File: src/rtl/regb_fifo_ctrl.sv
// -----------------------------------------------------------------------------
// regb_fifo_ctrl
//
// Push arbiter and occupancy controller for a register-based FIFO chain made
// of fifo_unit cells. N requesters share the chain's single write port by
// round-robin. This block drives the chain's shift_in/shift_out strobes and
// tracks the occupancy of the whole chain. The data path stays in the cells;
// this block only steers the granted requester's word onto si.
//
// Parameters
//   WIDTH    : data width per entry (must match the chain)
//   DEPTH    : number of fifo_unit cells in the chain, >= 2
//   N        : number of push requesters, >= 2
//   AF_LEVEL : almost_full threshold, 1..DEPTH
//   CW       : occupancy counter width, $clog2(DEPTH+1)
//
// Ports
//   clk         in   1        : single clock, rising-edge active
//   res         in   1        : synchronous active-high reset
//   req         in   N        : per-requester push request
//   req_data    in   N*WIDTH  : requester i data at [i*WIDTH +: WIDTH]
//   gnt         out  N        : one-hot or zero; word i is written at this edge
//   pop         in   1        : consumer pop request
//   shift_in    out  1        : write strobe to the chain
//   si          out  WIDTH    : granted requester's data, zero when no grant
//   shift_out   out  1        : pop strobe to the chain
//   count       out  CW       : occupancy
//   empty       out  1        : occupancy == 0
//   full        out  1        : occupancy == DEPTH
//   almost_full out  1        : occupancy >= AF_LEVEL
//
// gnt, shift_in, si and shift_out are combinational from the inputs and the
// registered state, so a push is written at the same edge it is granted.
// count and the flags are registers and change one cycle after the edge.
// -----------------------------------------------------------------------------
module regb_fifo_ctrl #(
  parameter int WIDTH    = 4,
  parameter int DEPTH    = 8,
  parameter int N        = 4,
  parameter int AF_LEVEL = 6,
  parameter int CW       = $clog2(DEPTH + 1)
) (
  input  logic                 clk,
  input  logic                 res,
  input  logic [N-1:0]         req,
  input  logic [N*WIDTH-1:0]   req_data,
  output logic [N-1:0]         gnt,
  input  logic                 pop,
  output logic                 shift_in,
  output logic [WIDTH-1:0]     si,
  output logic                 shift_out,
  output logic [CW-1:0]        count,
  output logic                 empty,
  output logic                 full,
  output logic                 almost_full
);

  // Pointer width; the candidate index carries one extra bit so that
  // ptr + offset can be wrapped modulo N without overflowing.
  localparam int PW = $clog2(N);

  localparam logic [PW:0]    N_W      = (PW + 1)'(N);
  localparam logic [PW-1:0]  LAST_IDX = PW'(N - 1);
  localparam logic [PW-1:0]  ONE_P    = PW'(1);
  localparam logic [CW-1:0]  ONE_C    = CW'(1);
  localparam logic [CW-1:0]  DEPTH_W  = CW'(DEPTH);
  localparam logic [CW-1:0]  AF_W     = CW'(AF_LEVEL);

  // Registered state and its next-state values.
  logic [CW-1:0]  count_q;
  logic [CW-1:0]  count_d;
  logic [PW-1:0]  ptr_q;
  logic [PW-1:0]  ptr_d;
  logic           empty_q;
  logic           full_q;
  logic           af_q;

  // Arbitration intermediates.
  logic [PW:0]    cand_s;
  logic [PW-1:0]  win_idx_s;
  logic           win_found_s;
  logic           push_ok_s;
  logic           shift_in_s;
  logic           shift_out_s;
  logic [N-1:0]   gnt_s;
  logic [WIDTH-1:0] si_s;

  // Round-robin search: scan req starting at ptr, ascending, wrapping at N.
  always_comb begin
    cand_s      = {(PW + 1){1'b0}};
    win_idx_s   = {PW{1'b0}};
    win_found_s = 1'b0;
    for (int k = 0; k < N; k++) begin
      cand_s = {1'b0, ptr_q} + (PW + 1)'(k);
      if (cand_s >= N_W) begin
        cand_s = cand_s - N_W;
      end else begin
        cand_s = cand_s;
      end
      if (!win_found_s && req[cand_s[PW-1:0]]) begin
        win_found_s = 1'b1;
        win_idx_s   = cand_s[PW-1:0];
      end else begin
        win_found_s = win_found_s;
      end
    end
  end

  // Strobes and grant. A pop on an empty chain is dropped, and a push into a
  // full chain is only allowed when the same edge also pops. Reset forces
  // every strobe low so pending requests are dropped.
  always_comb begin
    shift_out_s = pop & ~empty_q & ~res;
    push_ok_s   = (~full_q | shift_out_s) & ~res;
    shift_in_s  = push_ok_s & win_found_s;
    gnt_s       = {N{1'b0}};
    si_s        = {WIDTH{1'b0}};
    for (int i = 0; i < N; i++) begin
      if (shift_in_s && (win_idx_s == PW'(i))) begin
        gnt_s[i] = 1'b1;
        si_s     = req_data[i*WIDTH +: WIDTH];
      end else begin
        gnt_s[i] = 1'b0;
      end
    end
  end

  // Next-state: occupancy follows push minus pop; the pointer moves just past
  // the winner only when a word is actually written.
  always_comb begin
    case ({shift_in_s, shift_out_s})
      2'b10:   count_d = count_q + ONE_C;
      2'b01:   count_d = count_q - ONE_C;
      default: count_d = count_q;
    endcase
    if (shift_in_s) begin
      if (win_idx_s == LAST_IDX) begin
        ptr_d = {PW{1'b0}};
      end else begin
        ptr_d = win_idx_s + ONE_P;
      end
    end else begin
      ptr_d = ptr_q;
    end
  end

  // State register. The flags are registered from count_d so that they always
  // equal a decode of the count register and never see this cycle's inputs.
  always_ff @(posedge clk) begin
    if (res) begin
      count_q <= {CW{1'b0}};
      ptr_q   <= {PW{1'b0}};
      empty_q <= 1'b1;
      full_q  <= 1'b0;
      af_q    <= 1'b0;
    end else begin
      count_q <= count_d;
      ptr_q   <= ptr_d;
      empty_q <= (count_d == {CW{1'b0}});
      full_q  <= (count_d == DEPTH_W);
      af_q    <= (count_d >= AF_W);
    end
  end

  assign gnt         = gnt_s;
  assign shift_in    = shift_in_s;
  assign si          = si_s;
  assign shift_out   = shift_out_s;
  assign count       = count_q;
  assign empty       = empty_q;
  assign full        = full_q;
  assign almost_full = af_q;

endmodule
File: config.mk
export PLATFORM = sky130hd
export DESIGN_NAME = regb_fifo_ctrl
export DESIGN_NICKNAME = d
export VERILOG_FILES = /design/src/rtl/regb_fifo_ctrl.sv
export SDC_FILE = /design/constraint.sdc
export NUM_CORES = 1
export LEC_CHECK = 0
export ABC_CLOCK_PERIOD_IN_PS = 2500
export CAP_MARGIN = 0
export CORE_ASPECT_RATIO = 0.7
export CORE_MARGIN = 5
export CORE_UTILIZATION = 36
export DETAILED_ROUTE_END_ITERATION = 8
export GPL_TIMING_DRIVEN = 0
export PLACE_DENSITY_LB_ADDON = 0.12
export SLEW_MARGIN = 20
export SYNTH_ARGS = -nofsm -noshare
export SYNTH_HDL_FRONTEND = slang
export SYNTH_SLANG_ARGS = --single-unit
File: constraint.sdc
create_clock -name clk -period 2.5 [get_ports clk]
set_input_delay 0.5 -clock clk [delete_from_list [all_inputs] [get_ports clk]]
set_output_delay 0.5 -clock clk [all_outputs]
set_load 0.005 [all_outputs]
==> PnR_summary.wiki <==
{| class="wikitable"
! Metric !! Value
|-
| Leading cell type by number of instances after synthesis || sky130_fd_sc_hd__a21oi_1
|-
| Last weighted congestion value of the routability-driven placer || ~0.72
|-
| Initial antenna violation count || 0
|-
| Critical path class || flop to primary output
|-
| Routed WL || 2450 um
|-
| Nets in the synthesized netlist || ~130
|-
| Cells after Synth || 101
|-
| Average instance area after synthesis || 7.99 sq um
|-
| Crit share post-route || 1.07
|-
| Post-layout net count || 188
|-
| Crit-path slowest cell || sky130_fd_sc_hd__dfxtp_4
|-
| Post-route setup slack || -173 ps
|-
| Most numerous cell types in the synthesized netlist || 12 x sky130_fd_sc_hd__a21oi_1, 10 x sky130_fd_sc_hd__inv_1, 9 x sky130_fd_sc_hd__dfxtp_1, 7 x sky130_fd_sc_hd__ha_1, 7 x sky130_fd_sc_hd__nand2_1
|-
| Critical hold path startpoint || ptr_q[1]
|-
| Dominant synthesized flop cell || sky130_fd_sc_hd__dfxtp_1
|-
| Violation count after the first detailed-route iteration || 21
|-
| Number of hold buffers added after CTS || 0
|-
| Placed wire-length estimate after detailed placement || 1700 um
|-
| Core Box Area || 2140 sq um
|-
| Syn. warnings || 0
|-
| Vias after detailed routing || 915
|-
| RSZ-0062 raised after global routing || true
|-
| Setup TNS after final layout || -628 ps
|-
| CTS Buf Count || 3
|-
| GRT Util Overall || 0.160
|-
| Pre-CTS setup slack || -1230 ps
|-
| Slew HR || 0.800
|-
| Sort of element at the start of the critical path || flop
|-
| Maximum number of pins on one net before global-route repair || 11
|-
| Die width || 66.6 um
|-
| Port Buf Inserts || 39
|-
| Worst Hold Slack || 528 ps
|-
| Final setup fails || 4
|-
| Final std cells w/o fill || around 190
|-
| Per-cell routed wire length || 13.0 um
|-
| Areal power density over the cells || 442 nW/um^2
|-
| Number of search-and-repair iterations in the first detailed-routing pass || 4
|-
| Run status || finished with violations
|-
| Number of global-route vias before repair || 925
|-
| Std-Cell Rows || 14
|-
| Minimum clock period || 2670 ps
|-
| Critical path's largest stage delay || between 300 and 400 ps
|-
| Number of max-capacitance violations reported || 0
|-
| Via-per-instance ratio || 4.87
|-
| Top fanout value on the critical path || 6
|-
| Number of buffers between clock root and the deepest sink || 2
|-
| Crit Reg-Reg Startpoint || empty
|-
| Clk Tree Root Cell || sky130_fd_sc_hd__clkbuf_4
|-
| Area share of the largest cell type after synthesis || 0.223
|-
| Fraction of final layout cells sized beyond drive strength 1 || 0.397
|-
| Data required, critical path || 2000 ps
|-
| Clock tree skew after final layout || 0.575 ps
|-
| Count of buffering cells on the critical path with inverters included || 3
|-
| EDFF count, synth || 0
|-
| Area grow syn2layout || 91.2%
|-
| Cell type with the highest aggregate area in the netlist || sky130_fd_sc_hd__dfxtp_1
|-
| Clk_lat worst skew || 260 ps
|-
| Number of H-tree branching levels || 1
|-
| Remaining design rule violation count || 0
|-
| Transition at the pin with the smallest max-transition slack || 295 ps
|-
| Static leakage power || 0.000627 uW
|-
| Clock transition at the register clock pins on the worst setup and hold paths after CTS || 60 ps
|-
| Number of antenna repair diodes || 0
|-
| Area of the die || approximately 3300 sq um
|-
| Share of async-settable or async-resettable flops after synthesis || 0
|-
| Synthesized area || 807 sq um
|-
| Gate family responsible for the most delay along the worst path || compound AO/OA/AOI/OAI gates
|-
| Global route overflow || 0
|-
| Type of the tightest min-delay check || flop to flop
|-
| Worst Path Arrival || 2170 ps
|-
| Peak ir drop on the vdd network || roughly 330 uV
|-
| Number of endpoints with negative hold slack in the final report || 0
|-
| Final slew viol count || 0
|-
| Endpoint class of the critical path || primary output
|-
| Flip-flop and latch count after synthesis || 9
|-
| Violated checks || negative setup slack
|-
| Critical Path Start || ptr_q[1]
|-
| Cell types with the largest area share after synthesis || sky130_fd_sc_hd__dfxtp_1 22%, sky130_fd_sc_hd__ha_1 11%, sky130_fd_sc_hd__a21oi_1 7.4%
|-
| Post-placement cell count || between 150 and 200
|-
| Number of fill cells in the layout || 168
|-
| Netlist cell types || 35
|-
| First-pass GRT wire length || roughly 4200 um
|-
| Register area share after synthesis || 0.223
|-
| Die outline height || ~50 um
|-
| CTS tree || built
|-
| I/O pin count || 40
|-
| Count of nets left with antenna violations after detail routing || 0
|-
| CTS sink count || 9
|-
| Fmax achieved || around 370 MHz
|-
| Starting density of the core || 0.378
|-
| Cells along the critical path || mux2i_2, nor2_2, nor4_2, buf_4, inv_4, ha_4, nor2b_1, a221oi_1, a211o_1, a21oi_1, buf_2
|}
[final cells by class]
cell class | instances | area [sq um] | share of cell area
tap | 32 | 40.0 | 0.0260
buffer | 2 | 16.3 | 0.0105
timing repair buffer | 53 | 490 | 0.318
multi-input combinational | 77 | 736 | 0.477
sequential | 9 | 185 | 0.120
clock buffer | 4 | 26.3 | 0.0170
inverter | 11 | 48.8 | 0.0316
[registers in the layout, indices dropped and copies added, names as in the netlist]
register     cells
count            4
ptr_q            2
almost_full      1
empty            1
full             1
[tightest hold or removal path: stages (launching register included)]
cell                      delay (ps)
sky130_fd_sc_hd__dfxtp_4         370
sky130_fd_sc_hd__nand2_1          70
sky130_fd_sc_hd__a21oi_1          50
[power by group]
group          total (uW)  switching, uW  internal, uW
Sequential            184           22.8           161
Combinational         385            162           223
Clock                 112           50.7          61.5
Total                 681            235           446
[cell usage in the layout (no fill, tap or decap), types with 3 or more instances in the layout]
cell type and count:
sky130_fd_sc_hd__clkdlybuf4s50_1 25, sky130_fd_sc_hd__clkbuf_4 3, sky130_fd_sc_hd__inv_1 7, sky130_fd_sc_hd__a211oi_2 4, sky130_fd_sc_hd__dlygate4sd2_1 3, sky130_fd_sc_hd__ha_4 7
sky130_fd_sc_hd__a211o_1 5, sky130_fd_sc_hd__nand2b_1 3, sky130_fd_sc_hd__dfxtp_1 7, sky130_fd_sc_hd__a21oi_2 6, sky130_fd_sc_hd__and2_1 4, sky130_fd_sc_hd__a21oi_1 6
sky130_fd_sc_hd__nor2_1 4, sky130_fd_sc_hd__buf_2 5, sky130_fd_sc_hd__buf_4 14, sky130_fd_sc_hd__and3b_1 3, sky130_fd_sc_hd__nand2_1 7
[per-stage QoR]
step                cell area (sq um)  power, uW   util
CTS                              1490        658  0.697
global placement                 1240        468  0.579
global route                     1540        730  0.722
floorplan                         807        342      -
finish                           1540        681  0.722
detailed placement               1240        471  0.579
[what timing repair did]
item                       in CTS  in global routing
setup endpoints to repair      15                 10
gates resized for setup        76                 18
setup buffers                  12                  2
hold endpoints to repair        0                  0
pin swaps                      23                 10
[path summary, 6_finish.rpt]
path                            slack, ps  depth (start not counted)        to
worst max-delay path                 -170                         11     si[3]
worst min register to register        530                          2  ptr_q[1]
worst max register to register        270                          8     empty
worst min-delay path                  530                          2  ptr_q[1]
[cell families after synthesis]
logic type	Yosys count	synth area share
AO/OA/AOI/OAI	31	0.281
XOR/XNOR	2	0.0217
adder cells (fa/ha/maj)	8	0.133
buffers and inverters	15	0.0744
flip-flops	9	0.223
multiplexers	1	0.0124
AND/OR/NAND/NOR	35	0.254
[layer usage]
layer / vias up / routed length, um / track usage
met1: 411 / 1240 / 0.215
met5: - / 0 / 0
met4: 0 / 0 / 0
li1: 475 / - / -
met3: 0 / 140 / 0.0659
met2: 29 / 1070 / 0.255
Note: power is estimated with default switching activity, not from simulation.
